`src/rtl/serial_add_sub.sv`:
```
// serial_add_sub: multi-cycle adder/subtractor, DIGIT bits per clock, LSB digit first
//   clk   in          rising-edge clock
//   rst_n in          asynchronous active-low reset
//   start in          launch request, sampled in IDLE or DONE
//   sub   in          0 = a+b, 1 = a-b, sampled with start
//   a, b  in  WIDTH   operands, sampled with start
//   busy  out         high while in RUN
//   done  out         one-cycle pulse when a result is written
//   sum   out WIDTH   result, held until the next completion
//   cout  out         carry out of the MSB (for sub, 1 = no borrow)
//   ovf   out         signed overflow
module serial_add_sub #(
    parameter int WIDTH = 8,
    parameter int DIGIT = 1
) (
    input  logic             clk,
    input  logic             rst_n,
    input  logic             start,
    input  logic             sub,
    input  logic [WIDTH-1:0] a,
    input  logic [WIDTH-1:0] b,
    output logic             busy,
    output logic             done,
    output logic [WIDTH-1:0] sum,
    output logic             cout,
    output logic             ovf
);
    localparam int N  = WIDTH / DIGIT;
    localparam int CW = (N > 1) ? $clog2(N) : 1;

    typedef enum logic [1:0] {IDLE, RUN, DONE} state_t;

    state_t           state;
    logic [WIDTH-1:0] a_sr, b_sr, res;
    logic             carry, a_msb, b_msb;
    logic [CW-1:0]    cnt;
    logic [DIGIT:0]   slice;
    logic [WIDTH-1:0] res_next;
    logic             last, launch;

    assign slice    = {1'b0, a_sr[DIGIT-1:0]} + {1'b0, b_sr[DIGIT-1:0]} + (DIGIT+1)'(carry);
    // new digit enters at the top; after N shifts the first digit sits at the bottom
    assign res_next = (res >> DIGIT) | (WIDTH'(slice[DIGIT-1:0]) << (WIDTH - DIGIT));
    assign last     = cnt == CW'(N - 1);
    assign launch   = start && state != RUN;

    always_ff @(posedge clk or negedge rst_n) begin
        if (!rst_n) begin
            state <= IDLE;
            busy  <= 1'b0;
            done  <= 1'b0;
            sum   <= '0;
            cout  <= 1'b0;
            ovf   <= 1'b0;
            a_sr  <= '0;
            b_sr  <= '0;
            res   <= '0;
            carry <= 1'b0;
            a_msb <= 1'b0;
            b_msb <= 1'b0;
            cnt   <= '0;
        end else begin
            done <= 1'b0;
            if (launch) begin
                // subtraction as a + ~b + 1: invert b here, the +1 is the initial carry
                state <= RUN;
                busy  <= 1'b1;
                a_sr  <= a;
                b_sr  <= b ^ {WIDTH{sub}};
                carry <= sub;
                a_msb <= a[WIDTH-1];
                b_msb <= b[WIDTH-1] ^ sub;
                cnt   <= '0;
                res   <= '0;
            end else if (state == RUN) begin
                carry <= slice[DIGIT];
                a_sr  <= a_sr >> DIGIT;
                b_sr  <= b_sr >> DIGIT;
                res   <= res_next;
                cnt   <= cnt + CW'(1);
                if (last) begin
                    state <= DONE;
                    busy  <= 1'b0;
                    done  <= 1'b1;
                    sum   <= res_next;
                    cout  <= slice[DIGIT];
                    ovf   <= (a_msb == b_msb) && (res_next[WIDTH-1] != a_msb);
                end
            end else begin
                state <= IDLE;
            end
        end
    end
endmodule

```
`config.mk`:
```
export PLATFORM = sky130hd
export DESIGN_NAME = serial_add_sub
export DESIGN_NICKNAME = d
export VERILOG_FILES = /design/src/rtl/serial_add_sub.sv
export SDC_FILE = /design/constraint.sdc
export NUM_CORES = 1
export LEC_CHECK = 0
export ABC_AREA = 1
export ABC_CLOCK_PERIOD_IN_PS = 2900
export CELL_PAD_IN_SITES_DETAIL_PLACEMENT = 0
export CELL_PAD_IN_SITES_GLOBAL_PLACEMENT = 2
export CORE_MARGIN = 5
export CORE_UTILIZATION = 33
export DETAILED_ROUTE_END_ITERATION = 10
export PLACE_DENSITY = 0.78
export SLEW_MARGIN = 10
export SYNTH_ARGS = -nofsm -noshare
export SYNTH_HDL_FRONTEND = slang
export SYNTH_SLANG_ARGS = --single-unit
export TNS_END_PERCENT = 10
```
`constraint.sdc`:
```
create_clock -name clk -period 2.9 [get_ports clk]
set_clock_uncertainty 0.2 [all_clocks]
set_input_delay 0.435 -clock clk [delete_from_list [all_inputs] [get_ports clk]]
set_output_delay 0.435 -clock clk [all_outputs]
set_load 0.02 [all_outputs]
```
# Word-level counts from Yosys, hierarchy flattened
# Cells that the tools add are included.
# op_classes
n_bitwise	4
n_reduce_logical	6
shifts	0
order_cmp	0
n_addsub	3
n_div	0
n_mul	0
muxes	19
eq_ne	6
# ops
operator	n
2-to-1 mux 8 bit	6
2-to-1 mux 1 bit	8
OR 7 x 8 -> 8 bit	1
bitwise XOR 8 bit	1
2-to-1 mux 2 bit	3
2-to-1 mux 3 bit	2
nonzero test 2 bit	2
adder 3 x 1 -> 3 bit (second input constant)	1
equality test 3 bit (second input constant)	1
!= test 3 bit (second input constant)	1
AND reduction 3 bit	1
adder 1 x 1 -> 2 bit	1
adder 2 x 1 -> 2 bit	1
equality test 2 x 1 -> 1 bit (second input constant)	1
logical AND 1 bit	2
!= test 2 x 1 -> 1 bit (second input constant)	1
AND reduction 2 bit	1
equality test 1 bit	1
!= test 1 bit	1
inverter 1 bit	1
bitwise XOR 1 bit	1
# word_totals
ff_bits	44
romBits	0
word_cells	51
ram_bits	0
mem_count	0
latchBits	0

# Depth between registers and ports, before layout
# Gate-level depths: netlist of run 1.
# depth
word_depth	5
ltp_mapped	6
ltp_nobuf	6

# Worst setup path after synthesis of run 1
# Ideal clock, no wire load.
# synth_timing
path_kind	reg-to-reg
startpoint	register a_sr[0]
endpoint	register ovf
path_stages_with_launch	7
period_less_slack_ps	1489
n_path_buf	0
setup_time_ps	116
arrival_time_ps	1172
slack_ps	1411
cell_sequence	dfrtp_1 -> fa_1 -> inv_1 -> nand3_1 -> nand2_1 -> nand2_1 -> nand2_1
# synth_between
elab_chain_cells	5
# synth_rtl
item	line_no	rtl
start, declared	34	logic [WIDTH-1:0] a_sr, b_sr, res;
start signal, assigned	77	a_sr <= a_sr >> DIGIT;
adder 1 x 1 -> 2 bit	41	assign slice = {1'b0, a_sr[DIGIT-1:0]} + {1'b0, b_sr[DIGIT-1:0]} + (DIGIT+1)'(carry);
adder 2 x 1 -> 2 bit	41	
OR 7 x 8 -> 8 bit	43	assign res_next = (res >> DIGIT) | (WIDTH'(slice[DIGIT-1:0]) << (WIDTH - DIGIT));
net res_next[7]	38	logic [WIDTH-1:0] res_next;
!= test 1 bit	87	ovf <= (a_msb == b_msb) && (res_next[WIDTH-1] != a_msb);
logical AND 1 bit	87	
end signal, assigned	87	
end, declared	26	output logic ovf
# The timed path passes the listed nets, and every way through them passes these cells.
# A chain may end at the register's enable or synchronous reset.

# Worst setup path in the final report of run 1
# layout_timing
startpoint	input port start
endpoint	register a_sr[7]
# layout_between
elab_chain_cells	2
word_cells_on_any_way	3
cone_classes	1 x mux; 2 x reduce/logical
# layout_rtl
item	line_no	rtl
start, declared	18	input logic start,
logical AND 1 bit (*)	45	assign launch = start && state != RUN;
2-to-1 mux 8 bit or nonzero test 2 bit (tied branches)	n/a	
# Every way passes the cells marked *; elsewhere a longest branch is shown, timed or not.

==> flow_summary.yaml, run 1 <==
cts:
  cts-buffers-inserted: 5
  cts-root-to-sink-buffers: 2
  clock_sink_count: 43
  tritoncts: "built"
  latest_clock_arrival_within_the_worst_skew_pair_ps: 280
  clk_pin_slew_ps: 80
  postCtsHoldBufs: 0
  cts.htree.levels: 2
  ctsRootBufferMaster: "clkbuf_8"
  cts_resized: 0
  cts_post_setup_buffers_inserted: 0
setup_path:
  largest_incremental_delay_on_the_critical_path_ps: 570
  critical_path.startpoint_type: "primary input"
  worstPathCellList: "clkdlybuf4s50_1 -> inv_2 -> a21oi_2 -> nand2_1 -> nand2_1"
  timing.critical_path.max_delay_family: "buffers and inverters"
  worst-endpoint-arrival_ps: 2020
  cp.buffers_inverters: 2
  timing.setup.critical_path_class: "primary input to register"
  crit_path_end_kind: "register"
  path_max_fanout: 17
  worst-endpoint-required_ps: 2920
  crit_top_cell: "nand2_1"
  crit_slowest_cell: "a21oi_2"
logic_synthesis:
  synth.top_cell.area_share_pct: 56.7
  synth-simple-area-share_pct: 28.0
  compound_gate_fraction_of_synth_area_pct: 5.15
  synth.most_common_cell: "nand2_1"
  postSynth.topFlopCell: "dfrtp_1"
  synthTopCellsByCount: "81 x nand2_1, 43 x dfrtp_1, 34 x nand3_1, 20 x inv_1, 8 x o21ai_1"
  synth_top_family_by_area: "simple AND/OR/NAND/NOR gates"
  synth_xor_area_share_pct: 0.462
  post_synth_num_cell_types: 20
  postSynthAreaPerCell_sq_um: 8.66
  synthesis.nets: 243
  post_synth_mux_area_share_pct: 0
  synth.yosys.seq_area_share_pct: 56.7
  synth.cell_area_sq_mm: 0.00190
  synth.ff_latch_count: 43
  netlist_top_cells_area: "dfrtp_1 57%, nand2_1 16%, nand3_1 9.0%"
  yosysWarningCount: 0
  synthArstFlopShare_pct: 100
  yosys.area.top_type: "dfrtp_1"
  synth_edf_count: 0
  synthCells: 219
  post_synth_fa_ha_maj_area_fraction_pct: 3.03
placement:
  hpwlAfterDp_mm: 2.64
  finalWeightedCongestion: 0.674
  port-buffer-count: 31
cells_and_area:
  final.fill_count: 569
  antenna_cells: 0
  seqCellArea_sq_mm: 0.00108
  multi_input_area_sq_um: 696
  final_core_util_pct: 42.2
  post_route_cells_drive_above_1_share_pct: 5.95
  area_grow_syn2layout_pct: 23.3
  finalNetCount: 275
grt:
  globalRoute.totalOverflow: 0
  grt_max_degree: 44
  grt_first_pass_wirelength_mm: 6.64
  antenna_violations_before_repair: 0
  first_global_vias: 1446
  globalRouteTotalUtil_pct: 11.4
die:
  fp.dieArea_sq_mm: 0.00736
  floorplan.initialDensity_pct: 34.2
  top_level_ports: 32
  core-area_sq_mm: 0.00554
  die_height_microns: 85.8
  number_of_placement_rows: 27
  die_w_microns: 85.8
power:
  irDropWorstVdd_mv: 0.300
  finalPower_uw: 2110
  clockPowerShare_pct: 16.7
  power.switching_uw: 783
  seq_power_share_pct: 44.5
  leakage_uw: 0.00118
  power_per_cell_area_mw_per_mm2: 904
  comb_power_share_pct: 38.7
  p_int_uw: 1330
  netSwitchingFraction_pct: 37.1
route:
  drt_drc_violations_left: 0
  dr_wl_cell_microns: 11.7
  finalWirelength_mm: 3.80
  routed-via-count: 1434
  drt-pass1-iter-count: 4
  dr.first_iter.drc_count: 61
  routed_via_density: 4.43
  route.antenna.remaining_nets: 0
sta:
  setup_viol: 0
  hold_viol: 0
  timing_max_transition_violations_final: 0
  fin_tns_setup_ps: 0
  rsz0062_at_grt: "false"
  clock.fmax_ghz: 0.502
  final_period_minus_worst_setup_slack_ps: 1990
  timing.final.crit_share_pct: 68.7
  max_slew_headroom_pct: 37.4
  worst_pin_slew_ps: 939
outcome:
  status: "finished clean"
job:
  cap_violations: 0
worst_hold_path:
  hold_path.class: "primary input to async pin"
==> worst paths after layout <==
| check | startpoint | end | slack [ps] | depth (start not counted) |
|---|---|---|---|---|
| max in group asynchronous | rst_n | cout$_DFFE_PN0P_ | 1830 | 1 |
| min in group clk | cnt[1]$_DFFE_PN0P_ | cnt[1]$_DFFE_PN0P_ | 280 | 2 |
| min reg2reg | cnt[1]$_DFFE_PN0P_ | cnt[1]$_DFFE_PN0P_ | 280 | 2 |
| min | rst_n | cnt[2]$_DFFE_PN0P_ | 100 | 1 |
| max reg2reg | state[1]$_DFFE_PN0P_ | a_sr[7]$_DFFE_PN0P_ | 1120 | 6 |
| max | start | a_sr[7]$_DFFE_PN0P_ | 910 | 5 |
==> power groups by stage <==
stage	Sequential (uW)	Clock [uW]	Combinational, uW
2_1_floorplan	1020	0	487
3_3_place_gp	952	0	829
3_5_place_dp	955	0	833
4_1_cts	944	373	838
5_1_grt	967	400	941
6_report	941	353	819
==> cell families after synthesis <==
group,after synthesis
compound gates,17
xor+xnor,1
fa+ha+maj,4
buf+inv,29
flops,43
simple gates,125
==> registers in the layout, summed over array words and instances, names as in the netlist, 2 cells and up <==
| signal | flops |
|---|---|
| state | 2 |
| res | 7 |
| sum | 8 |
| cnt | 3 |
| a_sr | 8 |
| b_sr | 8 |
==> layout make-up <==
cell class / count / area share (%)
flip-flops and latches: 43 / 46.0
multi-input cells: 147 / 29.7
repair buffers: 32 / 13.4
well taps: 72 / 3.85
inverters: 22 / 3.53
clock buffers: 7 / 3.26
clock inverters: 1 / 0.214
==> cells in the final DEF (no fill, tap or decap), types with 2 or more instances in the layout <==
master / count
clkbuf_1: 2
o21ai_1: 8
clkdlybuf4s50_1: 30
ha_1: 3
o22ai_1: 7
nand2_2: 2
inv_2: 2
inv_1: 20
clkbuf_8: 5
nand2_1: 81
dfrtp_1: 43
nand3_1: 34
nor2_1: 6
==> layer usage <==
metal  track usage (%)  vias to the layer above  wire (microns)
met2              18.9                       26            1770
met3              2.88                        5             167
li1                  -                      761               -
met4              4.75                        0              58
met5                 0                        -               0
met1              14.1                      642            1810
==> worst reg2reg max path: stages, from the launching register on <==
cell,delay (ps)
dfrtp_1,390
inv_1,90
nand2_2,410
nand2_2,260
inv_1,250
nand2_1,80
nand2_1,70
==> metrics by stage <==
step           hold WS (ps)  setup WS (ps)  area [sq um]  instances
5_1_grt                 171            715          2340        324
6_report               95.7            908          2340        324
3_3_place_gp            262            641          2260        316
2_1_floorplan         -60.6           1410          1900        219
4_1_cts                 118            885          2340        324
3_5_place_dp            266            585          2260        316
No activity file was read; power rests on OpenSTA's default activity.
==> inputs of run 2 (changes only) <==
--- a/config.mk
+++ b/config.mk
@@ -6,13 +6,13 @@
 export NUM_CORES = 1
 export LEC_CHECK = 0
 export ABC_AREA = 1
-export ABC_CLOCK_PERIOD_IN_PS = 2900
+export ABC_CLOCK_PERIOD_IN_PS = 2100
 export CELL_PAD_IN_SITES_DETAIL_PLACEMENT = 0
 export CELL_PAD_IN_SITES_GLOBAL_PLACEMENT = 2
 export CORE_MARGIN = 5
-export CORE_UTILIZATION = 33
+export CORE_UTILIZATION = 31
 export DETAILED_ROUTE_END_ITERATION = 10
-export PLACE_DENSITY = 0.78
+export PLACE_DENSITY = 0.74
 export SLEW_MARGIN = 10
 export SYNTH_ARGS = -nofsm -noshare
 export SYNTH_HDL_FRONTEND = slang
==> constraint.sdc (replaced) <==
create_clock -name clk -period 2.1 [get_ports clk]
set_clock_uncertainty 0.2 [all_clocks]
set_input_delay 0.315 -clock clk [delete_from_list [all_inputs] [get_ports clk]]
set_output_delay 0.315 -clock clk [all_outputs]
set_load 0.02 [all_outputs]
==> flow_summary.yaml, run 2 (synthesis results as in run 1) <==
outcome:
  status: "finished clean"
setup_path:
  path_max_fanout: 2
  cp.depth: 1
  largest_incremental_delay_on_the_critical_path_ps: 610
  worstPathCellList: "clkdlybuf4s50_1"
  cp.buffers_inverters: 1
  critical_path.reg2reg.startpoint: "state[1]$_DFFE_PN0P_"
  crit_slowest_cell: "clkdlybuf4s50_1"
  worst-endpoint-arrival_ps: 1260
  endpoint: "busy"
  worst-endpoint-required_ps: 1580
  critical_path.startpoint_type: "register"
  crit_path_end_kind: "output port"
  timing.setup.critical_path_class: "register to output port"
  worstSetupStartpoint: "busy$_DFFE_PN0P_"
  r2r_cells: 6
  critical_path.reg2reg.endpoint: "b_sr[7]$_DFFE_PN0P_"
  ff2ff_setup_slack_ps: 530
  timing.critical_path.max_delay_family: "buffers and inverters"
cts:
  cts.htree.levels: 2
  cts-buffers-inserted: 5
  cts_resized: 0
  tritoncts: "built"
  ctsRootBufferMaster: "clkbuf_8"
  postCtsHoldBufs: 1
  cts_post_setup_buffers_inserted: 0
  clock_sink_count: 43
  latest_clock_arrival_within_the_worst_skew_pair_ps: 290
  clk_pin_slew_ps: 80
  cts-root-to-sink-buffers: 2
die:
  die_height_microns: 88.2
  fp.dieArea_sq_mm: 0.00778
  floorplan.initialDensity_pct: 32.0
  number_of_placement_rows: 28
  top_level_ports: 32
  core-area_sq_mm: 0.00592
  die_w_microns: 88.2
job:
  cap_violations: 0
route:
  route.antenna.remaining_nets: 0
  finalWirelength_mm: 4.03
  routed_via_density: 4.42
  drt_drc_violations_left: 0
  routed-via-count: 1481
  dr_wl_cell_microns: 12.0
  dr.first_iter.drc_count: 34
  drt-pass1-iter-count: 4
cells_and_area:
  post_route_cells_drive_above_1_share_pct: 8.46
  layout_common_cells: "81 x nand2_1, 43 x dfrtp_1, 34 x nand3_1"
  layout_commonest_cell: "nand2_1"
  final.fill_count: 613
  seqCellArea_sq_mm: 0.00108
  antenna_cells: 0
  area_grow_syn2layout_pct: 26.8
  multi_input_area_sq_um: 696
  finalNetCount: 283
  reg.largest.list: "a_sr: 8 flops, b_sr: 8 flops, sum: 8 flops"
grt:
  first_global_vias: 1484
  antenna_violations_before_repair: 0
  grt_first_pass_wirelength_mm: 6.99
  globalRoute.totalOverflow: 0
  grt_max_degree: 20
  globalRouteTotalUtil_pct: 11.7
placement:
  hpwlAfterDp_mm: 2.90
  finalWeightedCongestion: 0.704
  port-buffer-count: 31
  dp_worst_setup_slack_ps: 285
power:
  leakage_uw: 0.00122
  irDropWorstVdd_mv: 0.419
  power_per_cell_area_mw_per_mm2: 1240
sta:
  hold_viol: 0
  timing_max_transition_violations_final: 0
  final_period_minus_worst_setup_slack_ps: 1770
  clock.fmax_ghz: 0.564
  setup_viol: 0
  rsz0062_at_grt: "false"
  final.setup.worst_slack_ps: 327
  worst_pin_slew_ps: 395
  fin_tns_setup_ps: 0
  timing.final.crit_share_pct: 84.4
  max_slew_headroom_pct: 73.7
worst_hold_path:
  hold_path.class: "primary input to async pin"
-- run 2: metrics by stage --
step                      hold slack, ps  total power [uW]  cell area (sq um)  utilization [%]  cells
after floorplan                     -181              2080               1900                -    219
after global placement              68.7              2510               2310             39.1    326
after detailed placement            68.0              2520               2310             39.1    326
after CTS                            278              3040               2400             40.6    335
after global routing                 298              3270               2400             40.6    335
final                                268              2980               2400             40.6    335
-- run 2: area by class of cell --
cell class / count / area share [%]
Inverter: 22 / 3.43
Clock buffer: 7 / 3.17
Multi-Input combinational cell: 147 / 28.9
Sequential cell: 43 / 44.7
Timing Repair Buffer: 40 / 15.6
Tap cell: 75 / 3.90
Clock inverter: 1 / 0.208
-- run 2: worst min-delay path by stage --
stage,from,end,cells past startpoint
4_1_cts,rst_n,sum[0]$_DFFE_PN0P_,2
2_1_floorplan,rst_n,a_msb$_DFFE_PN0P_,0
5_1_grt,a_sr[7]$_DFFE_PN0P_,a_sr[7]$_DFFE_PN0P_,2
3_5_place_dp,rst_n,sum[0]$_DFFE_PN0P_,1
3_3_place_gp,rst_n,res[1]$_DFFE_PN0P_,1
6_report,rst_n,sum[0]$_DFFE_PN0P_,2
-- run 2: metal layers --
| layer | up-vias | share of wire [%] | global-route usage, % |
|---|---|---|---|
| met5 | - | 0 | 0 |
| met4 | 0 | 1.8 | 4.53 |
| met3 | 5 | 4.2 | 3.35 |
| met2 | 25 | 44 | 18.4 |
| met1 | 675 | 50 | 15.4 |
| li1 | 776 | - | - |
-- run 2: power breakdown --
part / total, uW / switching (uW) / internal (uW)
Combinational: 1180 / 678 / 504
Sequential: 1300 / 159 / 1140
Clock: 505 / 271 / 234
==> inputs of run 3 (changes only) <==
--- a/config.mk
+++ b/config.mk
@@ -6,7 +6,7 @@
 export NUM_CORES = 1
 export LEC_CHECK = 0
 export ABC_AREA = 1
-export ABC_CLOCK_PERIOD_IN_PS = 2100
+export ABC_CLOCK_PERIOD_IN_PS = 1700
 export CELL_PAD_IN_SITES_DETAIL_PLACEMENT = 0
 export CELL_PAD_IN_SITES_GLOBAL_PLACEMENT = 2
 export CORE_MARGIN = 5
==> constraint.sdc (replaced) <==
create_clock -name clk -period 1.7 [get_ports clk]
set_clock_uncertainty 0.2 [all_clocks]
set_input_delay 0.255 -clock clk [delete_from_list [all_inputs] [get_ports clk]]
set_output_delay 0.255 -clock clk [all_outputs]
set_load 0.02 [all_outputs]
==> flow_summary.yaml, run 3 (synthesis results as in run 1) <==
die:
  fp.dieArea_sq_mm: 0.00778
  die_height_microns: 88.2
  number_of_placement_rows: 28
  die_w_microns: 88.2
  core-area_sq_mm: 0.00592
  floorplan.initialDensity_pct: 32.0
  top_level_ports: 32
power:
  finalPower_uw: 3870
  clockPowerShare_pct: 21.5
  power_per_cell_area_mw_per_mm2: 1560
  p_int_uw: 2470
  comb_power_share_pct: 37.1
  leakage_uw: 0.00131
  irDropWorstVdd_mv: 0.458
  power.switching_uw: 1400
  netSwitchingFraction_pct: 36.2
  seq_power_share_pct: 41.4
setup_path:
  largest_incremental_delay_on_the_critical_path_ps: 570
  worst-endpoint-arrival_ps: 1570
  crit_slowest_cell: "fa_1"
  ff2ff_setup_slack_ps: 120
  worstPathCellList: "fa_1 -> inv_1 -> nand3_1 -> nand2_1 -> nand2_1 -> nand2_1"
  critical_path.reg2reg.endpoint: "ovf$_DFFE_PN0P_"
  path_max_fanout: 3
  cp.buffers_inverters: 1
  worst-endpoint-required_ps: 1690
  crit_top_cell: "nand2_1"
  timing.setup.critical_path_class: "register to register"
  critical_path.reg2reg.startpoint: "carry$_DFFE_PN0P_"
  crit_path_end_kind: "register"
  critical_path.startpoint_type: "register"
  worstSetupStartpoint: "carry$_DFFE_PN0P_"
  timing.critical_path.max_delay_family: "adder cells"
  r2r_cells: 6
cells_and_area:
  seqCellArea_sq_mm: 0.00108
  instances_no_fill: 340
  multi_input_area_sq_um: 696
  antenna_cells: 0
  finalNetCount: 288
  post_route_cells_drive_above_1_share_pct: 10.9
  area_grow_syn2layout_pct: 30.7
  layout_common_cells: "81 x nand2_1, 43 x dfrtp_1, 34 x nand3_1"
  final.fill_count: 629
  reg.largest.list: "a_sr: 8 flops, b_sr: 8 flops, sum: 8 flops"
  layout_commonest_cell: "nand2_1"
cts:
  cts-buffers-inserted: 5
  latest_clock_arrival_within_the_worst_skew_pair_ps: 290
  cts-root-to-sink-buffers: 2
  tritoncts: "built"
  ctsRootBufferMaster: "clkbuf_8"
  cts.htree.levels: 2
  clock_sink_count: 43
  clk_pin_slew_ps: 80
sta:
  fin_tns_setup_ps: 0
  hold_viol: 0
  timing_max_transition_violations_final: 0
  clock.fmax_ghz: 0.633
  max_slew_headroom_pct: 83.8
  rsz0062_at_grt: "false"
  worst_pin_slew_ps: 243
  timing.final.crit_share_pct: 93.0
  setup_viol: 0
  final_period_minus_worst_setup_slack_ps: 1580
route:
  drt_drc_violations_left: 0
  route.antenna.remaining_nets: 0
  finalWirelength_mm: 4.14
  routed-via-count: 1532
  routed_via_density: 4.51
  dr_wl_cell_microns: 12.2
  dr.first_iter.drc_count: 64
  drt-pass1-iter-count: 4
grt:
  grt_first_pass_wirelength_mm: 7.04
  first_global_vias: 1471
  antenna_violations_before_repair: 0
  globalRouteTotalUtil_pct: 11.9
  globalRoute.totalOverflow: 0
  grt_max_degree: 44
worst_hold_path:
  hold_path.class: "primary input to async pin"
job:
  cap_violations: 0
placement:
  hpwlAfterDp_mm: 2.93
  number_of_placed_instances_with_taps_included: 331
  finalWeightedCongestion: 0.727
  port-buffer-count: 31
outcome:
  status: "finished clean"
[run 3: changes by cell type in the layout (fill, tap and decap cells not counted), sizes merged]
cell and change:
dlygate4sd2 +11, buf +5, dlymetal6s2s +1, clkbuf -1, bufinv +1, clkdlybuf4s50 -12
[run 3: repair_timing]
item / 4_1_cts / 5_1_grt
setup buffers: 0 / 0
hold buffers: 1 / 0
setup endpoints to repair: 11 / 2
pin swaps: 0 / 1
gates resized for setup: 11 / 1
endpoints found under the hold margin: 43 / 0
[run 3: metal layers]
metal	GRT usage [%]	wire length [microns]	vias up
li1	-	-	783
met1	15.6	1930	711
met4	6.18	123	0
met5	0	0	-
met3	2.98	189	10
met2	18.2	1900	28
[run 3: stage by stage]
step	hold WS (ps)	setup WS (ps)	instance area, sq um	utilization (%)
after global placement	50.4	78.9	2360	39.9
after floorplan	-241	211	1900	-
final	253	119	2480	41.9
after detailed placement	51.7	52.6	2360	39.9
after global routing	301	8.13	2480	41.9
after CTS	252	23.0	2480	41.8
[run 3: worst max-delay path by stage]
stage / endpoint / slack (ps) / cells after the start
2_1_floorplan: ovf$_DFFE_PN0P_ / 210 / 6
3_3_place_gp: a_sr[3]$_DFFE_PN0P_ / 80 / 6
3_5_place_dp: b_sr[7]$_DFFE_PN0P_ / 50 / 6
4_1_cts: done / 20 / 1
5_1_grt: ovf$_DFFE_PN0P_ / 8 / 6
6_report: ovf$_DFFE_PN0P_ / 120 / 6
[run 3: final cells by class]
class / count / area share (%)
clock inverter: 2 / 1.41
tap: 75 / 3.78
multi-input combinational: 147 / 28.1
clock buffer: 6 / 3.33
timing repair buffer: 45 / 16.7
sequential: 43 / 43.4
inverter: 22 / 3.33
[run 3: power by group through the flow]
stage | Sequential (uW) | Combinational, uW | Clock (uW)
floorplan | 1730 | 831 | 0
global route | 1650 | 1640 | 897
CTS | 1610 | 1470 | 860
detailed placement | 1630 | 1540 | 0
finish | 1600 | 1430 | 833
global placement | 1620 | 1520 | 0
[run 3: tightest hold or removal path, cell delays in order]
cell and delay (ps):
dlygate4sd3_1 520, buf_2 120, buf_12 230
